===== src/rtl/frame_stream_gen.sv =====
// frame_stream_gen: frame-timed vsync/href/clken pixel source fed by an upstream
// valid/ready FIFO or by an internal ramp pattern.
module frame_stream_gen #(
  parameter int DW        = 8,
  parameter int IMG_W     = 640,
  parameter int IMG_H     = 480,
  parameter int H_BLANK   = 16,
  parameter int V_SYNC    = 4,
  parameter int V_BACK    = 4,
  parameter int V_FRONT   = 4,
  parameter int CLKEN_DIV = 2
) (
  input  logic          clk,
  input  logic          rst_n,
  input  logic          enable,
  input  logic          pattern_en,
  input  logic [DW-1:0] in_data,
  input  logic          in_valid,
  output logic          in_ready,
  output logic          per_frame_vsync,
  output logic          per_frame_href,
  output logic          per_frame_clken,
  output logic [DW-1:0] per_frame_data,
  output logic          frame_done,
  output logic          underflow,
  output logic          busy
);
  localparam int M1   = IMG_W > H_BLANK ? IMG_W : H_BLANK;
  localparam int M2   = M1 > V_SYNC ? M1 : V_SYNC;
  localparam int M3   = M2 > V_BACK ? M2 : V_BACK;
  localparam int MAXC = M3 > V_FRONT ? M3 : V_FRONT;
  localparam int CW   = $clog2(MAXC) + 1;
  localparam int VW   = $clog2(IMG_H) + 1;
  localparam int DVW  = $clog2(CLKEN_DIV) + 1;

  typedef enum logic [2:0] {IDLE, VSYNC, VBACK, ACTIVE, HBLANK, VFRONT} state_t;

  state_t          state_q, state_d;
  logic [DVW-1:0]  div_q;
  logic [CW-1:0]   c_q, c_d, lst;
  logic [VW-1:0]   v_q, v_d;
  logic            pat_q, pat_d, unf_q, unf_d;
  logic            vs_q, hr_q, ce_q, fd_q;
  logic [DW-1:0]   dat_q, pix;
  logic            tick, act, done, eol;

  assign tick     = div_q == DVW'(CLKEN_DIV - 1);
  assign act      = state_q == ACTIVE;
  assign in_ready = tick & act & ~pat_q;
  assign pix      = pat_q ? DW'(32'(v_q) * 32'(IMG_W) + 32'(c_q)) : (in_valid ? in_data : '0);

  // One shared phase counter: h_cnt while ACTIVE, tick count in every other phase.
  always_comb begin
    state_d = state_q;
    c_d     = c_q;
    v_d     = v_q;
    pat_d   = pat_q;
    unf_d   = unf_q;
    done    = 1'b0;
    eol     = 1'b0;
    lst     = state_q == VSYNC  ? CW'(V_SYNC - 1)  :
              state_q == VBACK  ? CW'(V_BACK - 1)  :
              state_q == ACTIVE ? CW'(IMG_W - 1)   :
              state_q == HBLANK ? CW'(H_BLANK - 1) : CW'(V_FRONT - 1);
    if (tick) begin
      if (state_q == IDLE) begin
        if (enable) begin
          state_d = VSYNC;
          v_d     = '0;
          pat_d   = pattern_en;
          unf_d   = 1'b0;
        end
      end else if (c_q != lst) c_d = c_q + 1'b1;
      else begin
        c_d = '0;
        case (state_q)
          VSYNC:   state_d = V_BACK > 0 ? VBACK : ACTIVE;
          VBACK:   state_d = ACTIVE;
          ACTIVE:  if (H_BLANK > 0) state_d = HBLANK; else eol = 1'b1;
          HBLANK:  eol = 1'b1;
          default: begin state_d = IDLE; done = 1'b1; end
        endcase
      end
      if (eol) begin
        if (v_q == VW'(IMG_H - 1)) begin
          state_d = V_FRONT > 0 ? VFRONT : IDLE;
          done    = V_FRONT == 0;
        end else begin
          state_d = ACTIVE;
          v_d     = v_q + 1'b1;
        end
      end
      if (act && !pat_q && !in_valid) unf_d = 1'b1;
    end
  end

  always_ff @(posedge clk or negedge rst_n) begin
    if (!rst_n) begin
      div_q   <= '0;
      state_q <= IDLE;
      c_q     <= '0;
      v_q     <= '0;
      pat_q   <= 1'b0;
      unf_q   <= 1'b0;
      vs_q    <= 1'b0;
      hr_q    <= 1'b0;
      ce_q    <= 1'b0;
      fd_q    <= 1'b0;
      dat_q   <= '0;
    end else begin
      div_q <= tick ? '0 : div_q + 1'b1;
      ce_q  <= tick & act;
      fd_q  <= done;
      if (tick) begin
        state_q <= state_d;
        c_q     <= c_d;
        v_q     <= v_d;
        pat_q   <= pat_d;
        unf_q   <= unf_d;
        vs_q    <= state_q == VSYNC;
        hr_q    <= act;
        dat_q   <= act ? pix : '0;
      end
    end
  end

  assign per_frame_vsync = vs_q;
  assign per_frame_href  = hr_q;
  assign per_frame_clken = ce_q;
  assign per_frame_data  = dat_q;
  assign frame_done      = fd_q;
  assign underflow       = unf_q;
  assign busy            = state_q != IDLE;
endmodule


===== config.mk =====
export PLATFORM = sky130hd
export DESIGN_NAME = frame_stream_gen
export DESIGN_NICKNAME = d
export VERILOG_FILES = /design/src/rtl/frame_stream_gen.sv
export SDC_FILE = /design/constraint.sdc
export NUM_CORES = 1
export LEC_CHECK = 0
export ABC_AREA = 1
export CAP_MARGIN = 20
export CORE_ASPECT_RATIO = 0.9
export CORE_MARGIN = 1.5
export CORE_UTILIZATION = 40
export CTS_BUF_LIST = sky130_fd_sc_hd__clkbuf_4 sky130_fd_sc_hd__clkbuf_8
export CTS_CLUSTER_DIAMETER = 30
export DETAILED_ROUTE_END_ITERATION = 8
export PLACE_DENSITY = 0.69
export SLEW_MARGIN = 10
export SYNTH_ARGS = -nofsm -noshare
export SYNTH_HDL_FRONTEND = slang
export SYNTH_SLANG_ARGS = --single-unit

===== constraint.sdc =====
create_clock -name clk -period 3 [get_ports clk]
set_input_delay 0.6 -clock clk [delete_from_list [all_inputs] [get_ports clk]]
set_output_delay 0.6 -clock clk [all_outputs]
set_load 0.01 [all_outputs]

-- Yosys cells after proc, flatten, opt, wreduce, memory -nomap -nowiden
Cells that the tools add are included.
- output and inout port bits: 15
- latch bits: 0
- memories: 0
- bits in read-only memories: 0
- input port bits: 13
- memory bits (writable): 0
- register bits: 40
- reduce and logical (&&, ||, !) cells: 13
- div/mod/pow operators: 0
- shifts and indexed selects: 0
- bitwise gates (word level): 4
- add/sub/neg operators: 4
- mux-type cells: 32
- multiply operators: 1
- equal/unequal tests: 10
- magnitude comparators: 0
- operator list (operator ; count):
    10-bit two-way mux ; 7
    8-bit two-way mux ; 3
    3-bit two-way mux ; 5
    1-bit two-way mux ; 13
    3-bit one-hot mux with 4 select lines ; 1
    11-bit by 1-bit adder with 11-bit output, second input constant ; 1
    11-bit two-way mux ; 1
    11-bit by 10-bit inequality test with 1-bit output ; 1
    10-bit by 1-bit adder with 10-bit output, second input constant ; 1
    10-bit by 9-bit equality test with 1-bit output, second input constant ; 1
    10-bit by 3-bit multiplier with 1-bit output, second input constant ; 1
    8-bit adder ; 1
    3-bit by 2-bit equality test with 1-bit output, second input constant ; 2
    3-bit by 2-bit inequality test with 1-bit output, second input constant ; 2
    3-bit AND reduction ; 2
    4-bit two-way mux ; 1
    4-bit AND reduction ; 1
    2-bit nonzero test ; 2
    4-bit OR reduction ; 1
    3-bit by 1-bit equality test with 1-bit output, second input constant ; 1
    3-bit equality test, second input constant ; 1
    3-bit logical NOT ; 1
    3-bit by 1-bit inequality test with 1-bit output, second input constant ; 1
    3-bit nonzero test ; 1
    other kinds (8) ; 12

-- Logic depth before layout (Yosys ltp)
- depth after elaboration: 11
- depth in mapped cells: 11
- gate-level depth less buffers: 11

-- Least setup slack after synthesis
Ideal clock, no wire load.
- path type: register -> output
- start point: register div_q[1]
- end point: output port in_ready
- arrival: 1.149 ns
- required time: 2.400 ns
- path buffers: 0
- stages on the path, launching flop included: 6
- path slack: 1.251 ns
- cell sequence: dfrtp_1 -> nor2_4 -> inv_2 -> nor2_1 -> inv_1 -> nor2_1
- cells in the longest elaborated chain, start to end: 3
- RTL lines (item ; RTL line ; source):
    start, declared ; 39 ; logic [DVW-1:0] div_q;
    start signal, assigned ; 111 ; div_q <= tick ? '0 : div_q + 1'b1;
    2-bit by 1-bit equality test with 1-bit output ; 47 ; assign tick = div_q == DVW'(CLKEN_DIV - 1);
    1-bit AND (2 in series) ; 49 ; assign in_ready = tick & act & ~pat_q;
    end, declared ; 19 ; output logic in_ready,
Every way passes these cells.

-- Final worst setup path
- start point: register state_q[2]
- end point: output port in_ready
- cells in the longest elaborated chain, start to end: 3
- RTL lines (item ; RTL line ; source):
    start, declared ; 38 ; state_t state_q, state_d;
    start signal, assigned ; 115 ; state_q <= state_d;
    3-bit by 2-bit equality test with 1-bit output ; 48 ; assign act = state_q == ACTIVE;
    1-bit AND (2 in series) ; 49 ;
Every way passes these cells.

==> impl_results.md <==
- Switching pwr: 753 µW
- Half-perimeter wire length after detailed placement: 3670 µm
- GRT overflow: 0
- Int Power: 1.13 mW
- Largest voltage drop on the vdd net: 0.000338 V
- DP Area: 2530 µm²
- Combinational fraction of design power: 37.0%
- Maximum buffer depth of the clock tree: 2
- Global-route wire length before repair: 8630 µm
- Total GRT Usage: 18.6%
- Vias per std cell: 5.19
- Final Critical Period: 2.71 ns
- Worst Path Class, Setup: register to primary output
- Net Count, Synth: 300
- Total setup violations reported at the end of the flow: 0
- # diodes: 0
- Cell taking the most area after synthesis: sky130_fd_sc_hd__dfrtp_1
- Part of the power in the clock network: 20.4%
- Period utilization: 90.5%
- Detailed Route Iter0 Violations: 179
- Gates resized, CTS repair: 0
- Area of the die: 5980 µm²
- Filler Cells Inserted: 507
- Max capacitance violation total: 0
- Proportion of synthesized flip-flops having asynchronous set or reset: 100%
- Prevailing post-synth register cell: sky130_fd_sc_hd__dfrtp_1
- Endpoints failing hold: 0
- Max Fanout on Critical Path: 9
- Run status: complete, no violations
- Crit. End Element: primary output
- PwrDens: 716 nW/µm²
- Root Buffer Master: sky130_fd_sc_hd__clkbuf_8
- Total number of H-tree levels: 2
- Worst endpoint data arrival time: 2.11 ns
- Average size of a mapped cell: 7.75 µm²
- Floorplan core area: 5290 µm²
- Die Height: 73.5 µm
- Number of buffers inserted to repair setup after CTS: 0
- Relative max-transition margin: 41.8%
- Highest clock rate: 0.368 GHz
- Number of port buffers: 27
- Cell variety after synth: 32
- Fraction of power spent switching nets: 40.0%
- Post-CTS Hold Fix Bufs: 0
- Nature of the critical path startpoint: register
- LEAKAGE: 1.25 nW
- Number of pins exceeding their max-slew limit in the final report: 0
- Sink count of the clock tree: 40
- Number of top-level design ports: 28
- YS warnings: 0
- Storage cell area: 1000 µm²
- Layout net count: 329
- Number of CTS-inserted buffers: 5
- First-pass DRT Iterations: 4
- Total number of placement rows: 25
- Via count: 1982
- Initial antenna violation count: 0
- RSZ-0062 raised after global routing: false
- Post-route antenna net violation count: 0
- Register bit count reported by yosys: 40
- Layout cells sized above 1: 7.94%
- Maximum number of pins on one net before global-route repair: 41
- Number of global-route vias before repair: 1843
- Residual DRC: 0
- Post-synth EDFFs: 0
- Transition at the pin with the smallest max-transition slack: 0.873 ns
- Cell count after synthesis: 285
- Initial core utilization: 41.8%
- Data required, critical path: 2.40 ns
- Area of the multi-input gates: 1040 µm²
- Top cell type's share of synthesized area: 45.3%
- Final wirelength: 4970 µm
- Width of the die: 81.3 µm
- Final TNS setup: 0 ns
- Sequential area share after synthesis: 45.3%
- Largest cells by area after synthesis: sky130_fd_sc_hd__dfrtp_1 (45%), sky130_fd_sc_hd__nand2_1 (14%), sky130_fd_sc_hd__inv_1 (5.8%), sky130_fd_sc_hd__nand3_1 (4.5%), sky130_fd_sc_hd__nand4_1 (4.2%)
- Clock Latency Late Sink: 0.29 ns
- Combined area of all synthesized cells: 2210 µm²
- Final std cell area, no fill: 2630 µm²
- Per-cell routed wire length: 13.0 µm
- Area grow syn2layout: 19.1%
- Class of the worst hold path: input port to asynchronous set/reset pin
- CTS tree: built
- Setup skew after layout: 0.00879 ns
- Final RePlAce weighted congestion: 0.836
- Post-CTS clock slew at the launch and capture registers of the worst setup and hold paths: 0.08 ns
- Sequential share of power: 42.7%
cells in the mapped netlist (2+ instances only):
| master | n |
|---|---|
| sky130_fd_sc_hd__a22oi_1 | 7 |
| sky130_fd_sc_hd__nor2_2 | 2 |
| sky130_fd_sc_hd__ha_1 | 2 |
| sky130_fd_sc_hd__nand4_1 | 15 |
| sky130_fd_sc_hd__xor2_1 | 5 |
| sky130_fd_sc_hd__inv_1 | 34 |
| sky130_fd_sc_hd__inv_2 | 3 |
| sky130_fd_sc_hd__nor3_1 | 2 |
| sky130_fd_sc_hd__nor3_2 | 2 |
| sky130_fd_sc_hd__a21oi_1 | 8 |
| sky130_fd_sc_hd__nor2_1 | 19 |
| sky130_fd_sc_hd__nor2_4 | 2 |
| sky130_fd_sc_hd__nand3_1 | 20 |
| sky130_fd_sc_hd__nand2_1 | 82 |
| sky130_fd_sc_hd__o21bai_1 | 2 |
| sky130_fd_sc_hd__clkbuf_1 | 4 |
| sky130_fd_sc_hd__nand2_2 | 3 |
| sky130_fd_sc_hd__o21ai_0 | 18 |
| sky130_fd_sc_hd__dfrtp_1 | 40 |
| sky130_fd_sc_hd__nand3_2 | 2 |
| sky130_fd_sc_hd__nand3b_1 | 2 |
worst max-delay path: stages, from the launching register on:
cell and delay, ns:
sky130_fd_sc_hd__dfrtp_1 0.42, sky130_fd_sc_hd__inv_1 0.16, sky130_fd_sc_hd__nand3_2 0.16, sky130_fd_sc_hd__nor2_1 0.22, sky130_fd_sc_hd__inv_1 0.16, sky130_fd_sc_hd__nor2_1 0.16
sky130_fd_sc_hd__clkdlybuf4s50_1 0.56
power by group through the flow:
stage,combinational [mW],sequential [mW],clock (mW)
floorplan,0.494,0.773,0
global route,0.794,0.825,0.410
detailed placement,0.689,0.812,0
global placement,0.681,0.807,0
CTS,0.698,0.802,0.390
finish,0.696,0.803,0.384
stage by stage:
step / worst slack [ns] / hold WS (ns) / power (mW) / util, % / instances
floorplan: 1.25 / 0.304 / 1.27 / - / 285
global placement: 0.674 / 0.416 / 1.49 / 47.9 / 374
detailed placement: 0.611 / 0.414 / 1.50 / 47.9 / 374
CTS: 0.285 / 0.426 / 1.89 / 49.8 / 382
global route: 0.0928 / 0.434 / 2.03 / 49.8 / 382
finish: 0.285 / 0.422 / 1.88 / 49.8 / 382
layer usage:
metal | share of wire (%) | vias to the layer above | GRT usage (%)
met5 | 0 | - | 0
li1 | - | 996 | -
met3 | 4.7 | 4 | 2.98
met1 | 51 | 933 | 27.7
met2 | 44 | 49 | 28.2
met4 | 0.89 | 0 | 4.41
placed cells by master (no fill, tap or decap):
cell	count
sky130_fd_sc_hd__clkbuf_4	1
sky130_fd_sc_hd__nand3_1	20
sky130_fd_sc_hd__o21a_1	1
sky130_fd_sc_hd__nand2_2	3
sky130_fd_sc_hd__nor3b_1	1
sky130_fd_sc_hd__a22oi_1	7
sky130_fd_sc_hd__o41ai_1	1
sky130_fd_sc_hd__o21bai_1	2
sky130_fd_sc_hd__ha_1	2
sky130_fd_sc_hd__buf_4	1
sky130_fd_sc_hd__a32o_1	1
sky130_fd_sc_hd__a21oi_1	8
sky130_fd_sc_hd__nor3_2	2
sky130_fd_sc_hd__nand4_1	15
sky130_fd_sc_hd__o21ai_1	1
sky130_fd_sc_hd__inv_1	34
sky130_fd_sc_hd__nor3_1	2
sky130_fd_sc_hd__dfrtp_1	40
sky130_fd_sc_hd__nor2_1	19
sky130_fd_sc_hd__inv_2	3
sky130_fd_sc_hd__nor2_4	2
sky130_fd_sc_hd__nand3b_1	2
sky130_fd_sc_hd__a22o_1	1
sky130_fd_sc_hd__xor2_1	5
sky130_fd_sc_hd__buf_2	1
sky130_fd_sc_hd__xnor2_1	1
sky130_fd_sc_hd__nor2_2	2
sky130_fd_sc_hd__nor3_4	1
sky130_fd_sc_hd__clkinvlp_4	1
sky130_fd_sc_hd__clkdlybuf4s50_1	26
sky130_fd_sc_hd__nand2_1	82
sky130_fd_sc_hd__nor4_1	1
sky130_fd_sc_hd__o21ai_0	18
sky130_fd_sc_hd__nand3_2	2
sky130_fd_sc_hd__clkbuf_8	6
worst paths after layout:
check,start,to,slack [ns],cells past startpoint
max,state_q[2],in_ready,0.29,6
max reg2reg,state_q[2],v_q[6],1.07,10
min reg2reg,div_q[0],div_q[1],0.42,1
max in group asynchronous,rst_n,frame_done,2.02,1
min,rst_n,per_frame_data[5],0.42,1
min in group clk,div_q[0],div_q[1],0.42,1
layout make-up:
class / instances / share of cell area, %
Clock inverter: 1 / 0.285
Inverter: 37 / 5.28
Multi-Input combinational cell: 202 / 39.4
Timing Repair Buffer: 28 / 10.4
Sequential cell: 40 / 38.0
Tap cell: 67 / 3.19
Clock buffer: 7 / 3.42
cell families after synthesis:
family,count (synthesis),synth area share [%]
xor+xnor,6,2.38
simple gates,154,32.7
fa+ha+maj,2,1.13
compound gates,40,10.8
flops,40,45.3
buf+inv,43,7.70
flip-flops by register name (all words and copies together), names as in the netlist:
signal and count:
c_q 11, v_q 10, per_frame_data 8, state_q 3
div_q 2, frame_done 1, pat_q 1, per_frame_clken 1
per_frame_href 1, per_frame_vsync 1, underflow 1
Power figures use the tool's default switching activity.
